### src/rtl/snail_pattern_pkg.sv
// Shared types and defaults for the programmable serial-pattern detector.
// The defaults describe the lab's classic 5-bit pattern.
package snail_pattern_pkg;

  typedef enum logic {
    IDLE = 1'b0,
    RUN  = 1'b1
  } state_e;

  localparam logic [4:0] DEF_PATTERN = 5'b10110;
  localparam int         DEF_LEN     = 5;
  localparam logic       DEF_OVERLAP = 1'b0;

  function automatic logic len_ok(input int len, input int max_w);
    return (len >= 1) && (len <= max_w);
  endfunction

endpackage

### src/rtl/sat_counter.sv
// Up-counter that sticks at its all-ones value; clr has priority over inc.
module sat_counter #(
  parameter int W = 8
) (
  input  logic         clk,
  input  logic         rst,
  input  logic         clr,
  input  logic         inc,
  output logic [W-1:0] cnt
);

  always_ff @(posedge clk) begin
    if (rst || clr) begin
      cnt <= '0;
    end else if (inc && (cnt != '1)) begin
      cnt <= cnt + 1'b1;
    end
  end

endmodule

### src/rtl/snail_pattern_fsm.sv
// Run-time programmable Mealy sequence detector on an enable-gated bit stream,
// with overlapping / non-overlapping detection and a saturating match count.
//
// state | meaning
// IDLE  | no valid pattern loaded, y held low
// RUN   | pattern loaded, window compared against every enabled bit
module snail_pattern_fsm
  import snail_pattern_pkg::*;
#(
  parameter int MAX_W = 8,
  parameter int LEN_W = $clog2(MAX_W + 1),
  parameter int CNT_W = 8
) (
  input  logic             clk,
  input  logic             rst,
  input  logic             en,
  input  logic             a,
  input  logic             cfg_load,
  input  logic [MAX_W-1:0] cfg_pattern,
  input  logic [LEN_W-1:0] cfg_len,
  input  logic             cfg_overlap,
  output logic             y,
  output logic [CNT_W-1:0] match_cnt,
  output logic             armed
);

  localparam logic [LEN_W-1:0] FILL_MAX = LEN_W'(MAX_W - 1);

  state_e state, state_next;

  logic [MAX_W-1:0] pat_q;
  logic [LEN_W-1:0] len_q;
  logic             ovl_q;
  logic [MAX_W-2:0] hist;
  logic [LEN_W-1:0] fill;

  logic [MAX_W-1:0] window;
  logic [MAX_W-1:0] mask;
  logic             cfg_valid;
  logic             full_enough;
  logic             hit;

  assign cfg_valid   = len_ok(int'(cfg_len), MAX_W);
  assign window      = {hist, a};
  // fill >= len-1, rearranged so len=0 cannot underflow
  assign full_enough = ({1'b0, fill} + 1'b1) >= {1'b0, len_q};
  assign hit         = ((window ^ pat_q) & mask) == '0;

  always_comb begin
    mask = '0;
    for (int i = 0; i < MAX_W; i++) begin
      mask[i] = (i < int'(len_q));
    end
  end

  always_ff @(posedge clk) begin
    if (rst) begin
      state <= IDLE;
      armed <= 1'b0;
    end else begin
      state <= state_next;
      armed <= (state_next == RUN);
    end
  end

  always_comb begin
    state_next = state;
    if (cfg_load) begin
      state_next = cfg_valid ? RUN : IDLE;
    end
  end

  always_comb begin
    y = (state == RUN) && en && !cfg_load && full_enough && hit;
  end

  always_ff @(posedge clk) begin
    if (rst) begin
      pat_q <= '0;
      len_q <= '0;
      ovl_q <= 1'b0;
      hist  <= '0;
      fill  <= '0;
    end else if (cfg_load) begin
      pat_q <= cfg_pattern;
      len_q <= cfg_len;
      ovl_q <= cfg_overlap;
      hist  <= '0;
      fill  <= '0;
    end else if (en && (state == RUN)) begin
      hist <= window[MAX_W-2:0];
      // non-overlap: the next match must be built from fresh bits only
      if (y && !ovl_q) begin
        fill <= '0;
      end else if (fill != FILL_MAX) begin
        fill <= fill + 1'b1;
      end
    end
  end

  sat_counter #(
    .W(CNT_W)
  ) u_match_cnt (
    .clk(clk),
    .rst(rst),
    .clr(cfg_load),
    .inc(y),
    .cnt(match_cnt)
  );

endmodule

### config.mk
export PLATFORM = sky130hd
export DESIGN_NAME = snail_pattern_fsm
export DESIGN_NICKNAME = d
export VERILOG_FILES = /design/src/rtl/snail_pattern_pkg.sv /design/src/rtl/sat_counter.sv /design/src/rtl/snail_pattern_fsm.sv
export SDC_FILE = /design/constraint.sdc
export NUM_CORES = 1
export LEC_CHECK = 0
export ABC_AREA = 0
export CORE_AREA = 2 2 68 70
export DETAILED_ROUTE_END_ITERATION = 12
export DIE_AREA = 0 0 70 72
export PLACE_DENSITY = 0.68
export SYNTH_ARGS = -nofsm -noshare
export SYNTH_HDL_FRONTEND = slang
export SYNTH_SLANG_ARGS = --single-unit
### constraint.sdc
create_clock -name clk -period 4.37 [get_ports clk]
set_input_delay 0.874 -clock clk [delete_from_list [all_inputs] [get_ports clk]]
set_output_delay 0.874 -clock clk [all_outputs]
set_load 0.01 [all_outputs]
==> flow_summary.yaml, run 1 <==
outcome:
  status: "complete, no violations"
synthesis:
  synth_area_leaders: "dfxtp_1 40%, mux2i_1 9.1%, a21oi_1 4.8%"
  async_reset_ff_share_pct: 0
  yosysMostFrequentCell: "dfxtp_1"
  synth_area_sq_um: 1654
  synth_fp_nets: 214
  netlist_instances: 190
  yosysWarnings: 0
  ys.flop_type: "dfxtp_1"
  ys_seq_area_share_pct: 39.94
  avgSynthCellArea_sq_um: 8.706
  synthTopCellsByCount: "33 x dfxtp_1, 19 x nand2_1, 18 x nor2_1, 16 x a21oi_1, 15 x mux2i_1"
  yosysTopAreaCell: "dfxtp_1"
  synth_edf_count: 0
  yosysUniqueCellTypes: 39
  ys_ff_latch: 33
  yosys.area.top_type_share_pct: 39.94
power_and_ir_drop:
  peakVddDrop_mv: 0.1687
  power_density_nw_per_um2: 319.2
  p_leak_uw: 0.0007946
timing:
  tightest_slew_ns: 0.6142
  fin_skew_ns: 0.005167
  hold_viol: 0
  period_share_pct: 85.30
  setup_viol: 0
  rsz0062_at_grt: "no"
  tns_ns: 0
  maxSlewHeadroom_pct: 58.74
  drv_slew: 0
  fmax_mhz: 268.3
  period_needed_ns: 3.727
  whs_ns: 0.4776
cells_and_area:
  area_delta_synth_final_pct: 23.45
  nets: 240
  drive_gt1_share_pct: 5.093
  fin_area_sq_um: 2042
  num_antenna_cells: 0
  final_core_util_pct: 47.89
global_routing:
  grt_busiest_layer: "met2"
  grtUsageMet2_pct: 25.50
  antenna_found_initial: 0
  grt_first_pass_wirelength_um: 5961
  grt-ovfl-total: 0
  grt_pass1_vias: 1324
  met3_usage_pct: 3.611
  grt_start_max_net_pins: 19
  gr-usage-all-layers_pct: 14.61
  gr-usage-met1_pct: 17.63
placement:
  place.detailed.hpwl_um: 2497
  gp_congestion: 0.8542
  portBuffers: 27
  placed_cell_area_sq_um: 1938
clock_tree:
  clk_latency_ns: 0.28
  cts.clk_slew.worst_paths_ns: 0.06
  numCtsBuffers: 5
  post-cts-setup-buffer-count: 0
  cts_hold_buf: 0
  cts_sinks: 33
  cts.path.max_buffers: 2
  cts_max_level: 2
  cts_resized: 0
  cts_tree: "done"
  root_buffer: "clkbuf_8"
route:
  vias: 1392
  drt-pass1-iter-count: 4
  vias_per_cell: 5.194
  wl_per_cell_um: 12.45
  drtIter0Drc: 72
  drt.antenna.violating_nets: 0
  drc: 0
  drt-total-wl_um: 3337
setup_path:
  worst_setup_path_start_kind: "primary input"
  worstPathArrival_ns: 2.85
  setup.worst_path.end_class: "primary output"
  cpMostUsedCell: "clkdlybuf4s50_1"
  path_max_fanout: 9
  crit_path_top_delay_cell: "clkdlybuf4s50_1"
  critical_path.top_delay_family: "buffers and inverters"
  crit_buf_inv: 2
  cpPeakStageDelay_ns: 0.56
  critPathKind: "primary input to primary output"
  reg2regPathDepth: 8
  path_cells: "clkdlybuf4s50_1 -> and2_1 -> o211ai_1 -> nor3_2 -> and4_1 -> clkdlybuf4s50_1"
  cp.depth: 6
  cp.required_ns: 3.50
floorplan:
  rows: 24
  initial_core_util_pct: 38.79
  die_y_um: 72
  die_w_um: 70
  die_area_sq_um: 5040
  core-area_sq_um: 4264
  io_pins: 28
job:
  maxCapViolations: 0
hold_path:
  hold_path_depth: 2
  hold_path_class: "flip-flop to flip-flop"
metal layers:
layer / part of all wire [%] / vias to the layer above / wire length (um)
li1: - / 729 / -
met1: 47 / 617 / 1567
met2: 46 / 39 / 1543
met3: 5.3 / 7 / 178
met4: 1.4 / 0 / 48
met5: 0 / - / 0
worst register-to-register path: stages, from the launching register on:
cell     delay [ns]
dfxtp_1        0.36
ha_1           0.26
xor2_1         0.16
ha_1           0.27
o21ai_0        0.07
o21ai_0        0.18
nand3_1        0.37
or4_1          0.62
a21oi_1        0.14
power breakdown:
part / internal (uW) / switching, uW
clock: 166 / 106
combinational: 32.9 / 29.8
sequential: 309 / 8.19
total: 507 / 144
stage by stage:
stage               std cells  power [uW]  setup slack [ns]
global placement          261       386.4            0.6676
floorplan                 190       361.7             1.742
global route              268       679.7            0.5035
CTS                       268       658.5            0.6346
detailed placement        261       387.1            0.6399
finish                    268       651.7            0.6425
sequential cells by signal, indices dropped and copies added (netlist names):
signal / flops
state: 1
len_q: 4
pat_q: 8
u_match_cnt.cnt: 8
hist: 7
ovl_q: 1
fill: 4
layout make-up:
type | instances | area [sq um]
Inverter | 5 | 18.77
Clock inverter | 2 | 35.03
Timing Repair Buffer | 28 | 277.8
Clock buffer | 5 | 68.82
Tap cell | 52 | 65.06
Fill cell | 417 | 2222
Multi-Input combinational cell | 143 | 915.9
Sequential cell | 33 | 660.6
path summary, 6_finish.rpt:
path	to	start	slack (ns)
max	y	en	0.64
min	hist[6]$_SDFFE_PP0P_	hist[5]$_SDFFE_PP0P_	0.48
max reg2reg	u_match_cnt.cnt[3]$_SDFFE_PP0P_	fill[0]$_SDFFE_PP0P_	1.86
min reg2reg	hist[6]$_SDFFE_PP0P_	hist[5]$_SDFFE_PP0P_	0.48
cell usage in the layout, fill, tap and decap left out, types with 4 or more instances in the layout:
cell / count
and3_1: 4
mux2i_1: 15
clkbuf_8: 5
nor3_1: 7
o21ai_0: 7
xnor2_1: 5
or3_1: 5
nor2_1: 18
inv_1: 5
nand3_1: 8
clkdlybuf4s50_1: 27
dfxtp_1: 33
ha_1: 6
xor2_1: 6
a21oi_1: 16
nand2_1: 19
logic make-up (layout without fill, tap and decap cells):
kind of cell               count (synthesis)  after routing  synth area share, %
and+or+nand+nor                           74             74                22.24
AOI/OAI and AO/OA                         37             37                13.69
DFF                                       33             33                39.94
muxes                                     15             15                9.077
buffers and inverters                     14             40                4.690
xor gates and xnor gates                  11             11                5.824
adders and majority gates                  6              6                4.538
Power figures use the tool's default switching activity.
==> inputs of run 2 (changes only) <==
==> constraint.sdc (replaced) <==
create_clock -name clk -period 4.37 [get_ports clk]
set_input_delay 0.874 -clock clk [delete_from_list [all_inputs] [get_ports clk]]
set_output_delay 0.874 -clock clk [all_outputs]
set_load 0.05 [all_outputs]
==> run 2 against run 1 <==
Via count rose by 1.9%. Sequential share of layout area is 0.16 points lower. Register-to-register slack gained 0.05 ns. Cell count rose by 0.37%. Utilization increased by 0.23 points. Power up 3.5%. Design area is 0.49% higher. Hold slack improved by 0.0044 ns. Clock skew up 0.0035 ns. Critical path type unchanged. Largest cell class unchanged.
==> flow_summary.yaml, run 2 (same netlist as run 1, synthesis figures left out) <==
setup_path:
  worstPathArrival_ns: 2.55
  worst_setup_path_start_kind: "primary input"
  setup.worst_path.end_class: "primary output"
  cp.required_ns: 3.50
  critPathKind: "primary input to primary output"
  path_max_fanout: 9
hold_path:
  hold_path_class: "flip-flop to flip-flop"
outcome:
  status: "complete, no violations"
clock_tree:
  numCtsBuffers: 5
  post-cts-setup-buffer-count: 0
  cts_max_level: 2
  cts_tree: "done"
  cts_resized: 0
  cts.clk_slew.worst_paths_ns: 0.06
  clk_latency_ns: 0.29
  root_buffer: "clkbuf_8"
  cts.path.max_buffers: 2
  cts_hold_buf: 0
  cts_sinks: 33
placement:
  place_worst_setup_slack_ns: 0.9522
  portBuffers: 27
  gp_congestion: 0.9164
  place.detailed.hpwl_um: 2528
cells_and_area:
  layout_common_cells: "33 x dfxtp_1, 26 x clkdlybuf4s50_1, 19 x nand2_1"
  drive_gt1_share_pct: 5.530
  reg_top3: "pat_q: 8 flops, u_match_cnt.cnt: 8 flops, hist: 7 flops"
  final_common_cell: "dfxtp_1"
  num_antenna_cells: 0
  nets: 240
  area_delta_synth_final_pct: 24.05
global_routing:
  grt_first_pass_wirelength_um: 5975
  gr-usage-met1_pct: 18.24
  grt_start_max_net_pins: 20
  grt_pass1_vias: 1333
  met3_usage_pct: 3.611
  grtUsageMet2_pct: 24.44
  gr-usage-all-layers_pct: 15.06
  grt-ovfl-total: 0
  grt_busiest_layer: "met2"
  antenna_found_initial: 0
floorplan:
  io_pins: 28
  initial_core_util_pct: 38.79
  core-area_sq_um: 4264
  die_area_sq_um: 5040
  rows: 24
  die_w_um: 70
  die_y_um: 72
route:
  drc: 0
  drtIter0Drc: 57
  drt.antenna.violating_nets: 0
  vias_per_cell: 5.275
  wl_per_cell_um: 12.56
  drt-total-wl_um: 3379
  vias: 1419
  drt-pass1-iter-count: 4
power_and_ir_drop:
  p_leak_uw: 0.0008011
  power_density_nw_per_um2: 328.6
  peakVddDrop_mv: 0.2353
timing:
  drv_slew: 0
  period_needed_ns: 3.422
  hold_viol: 0
  tns_ns: 0
  tightest_slew_ns: 0.5984
  fin_skew_ns: 0.008670
  finalWorstSetupSlack_ns: 0.9476
  period_share_pct: 78.32
  fmax_mhz: 292.2
  setup_viol: 0
  maxSlewHeadroom_pct: 59.98
  rsz0062_at_grt: "no"
job:
  maxCapViolations: 0
==> run 2: final timing paths <==
kind | depth (start not counted) | endpoint | slack, ns | from
min | 2 | hist[6]$_SDFFE_PP0P_ | 0.48 | hist[6]$_SDFFE_PP0P_
max reg2reg | 8 | u_match_cnt.cnt[3]$_SDFFE_PP0P_ | 1.91 | fill[0]$_SDFFE_PP0P_
min reg2reg | 2 | hist[6]$_SDFFE_PP0P_ | 0.48 | hist[6]$_SDFFE_PP0P_
max | 6 | y | 0.95 | en
==> run 2: through the flow <==
| stage | util [%] | total power (uW) | std cells | hold slack [ns] | cell area, sq um |
|---|---|---|---|---|---|
| 4_1_cts | 48.12 | 681.4 | 269 | 0.4903 | 2052 |
| 2_1_floorplan | - | 364.3 | 190 | 0.4455 | 1654 |
| 6_report | 48.12 | 674.3 | 269 | 0.4820 | 2052 |
| 5_1_grt | 48.12 | 702.0 | 269 | 0.5087 | 2052 |
| 3_3_place_gp | 45.39 | 388.6 | 261 | 0.4609 | 1936 |
| 3_5_place_dp | 45.39 | 389.2 | 261 | 0.4815 | 1936 |
==> run 2: power by group <==
group	internal, uW	switching, uW
clock	186	106
sequential	309	8.63
combinational	32.8	32.0
==> run 2: area by class of cell <==
cell class              instances  area (sq um)
fillers                       430          2212
multi-input cells             143         915.9
flip-flops and latches         33         660.6
repair buffers                 28         275.3
clock buffers                   7         86.33
well taps                      52         65.06
clock inverters                 1         30.03
inverters                       5         18.77
==> run 2: routing by layer <==
layer	share of wire, %	vias to the layer above
met5	0	-
met4	3.6	0
met3	4.6	12
li1	-	731
met1	45	638
met2	47	38
==> run 2: worst max-delay path, stage by stage <==
cell	delay (ns)
clkdlybuf4s50_1	0.49
and2_1	0.33
o211ai_1	0.16
nor3_2	0.14
and4_1	0.31
buf_4	0.23
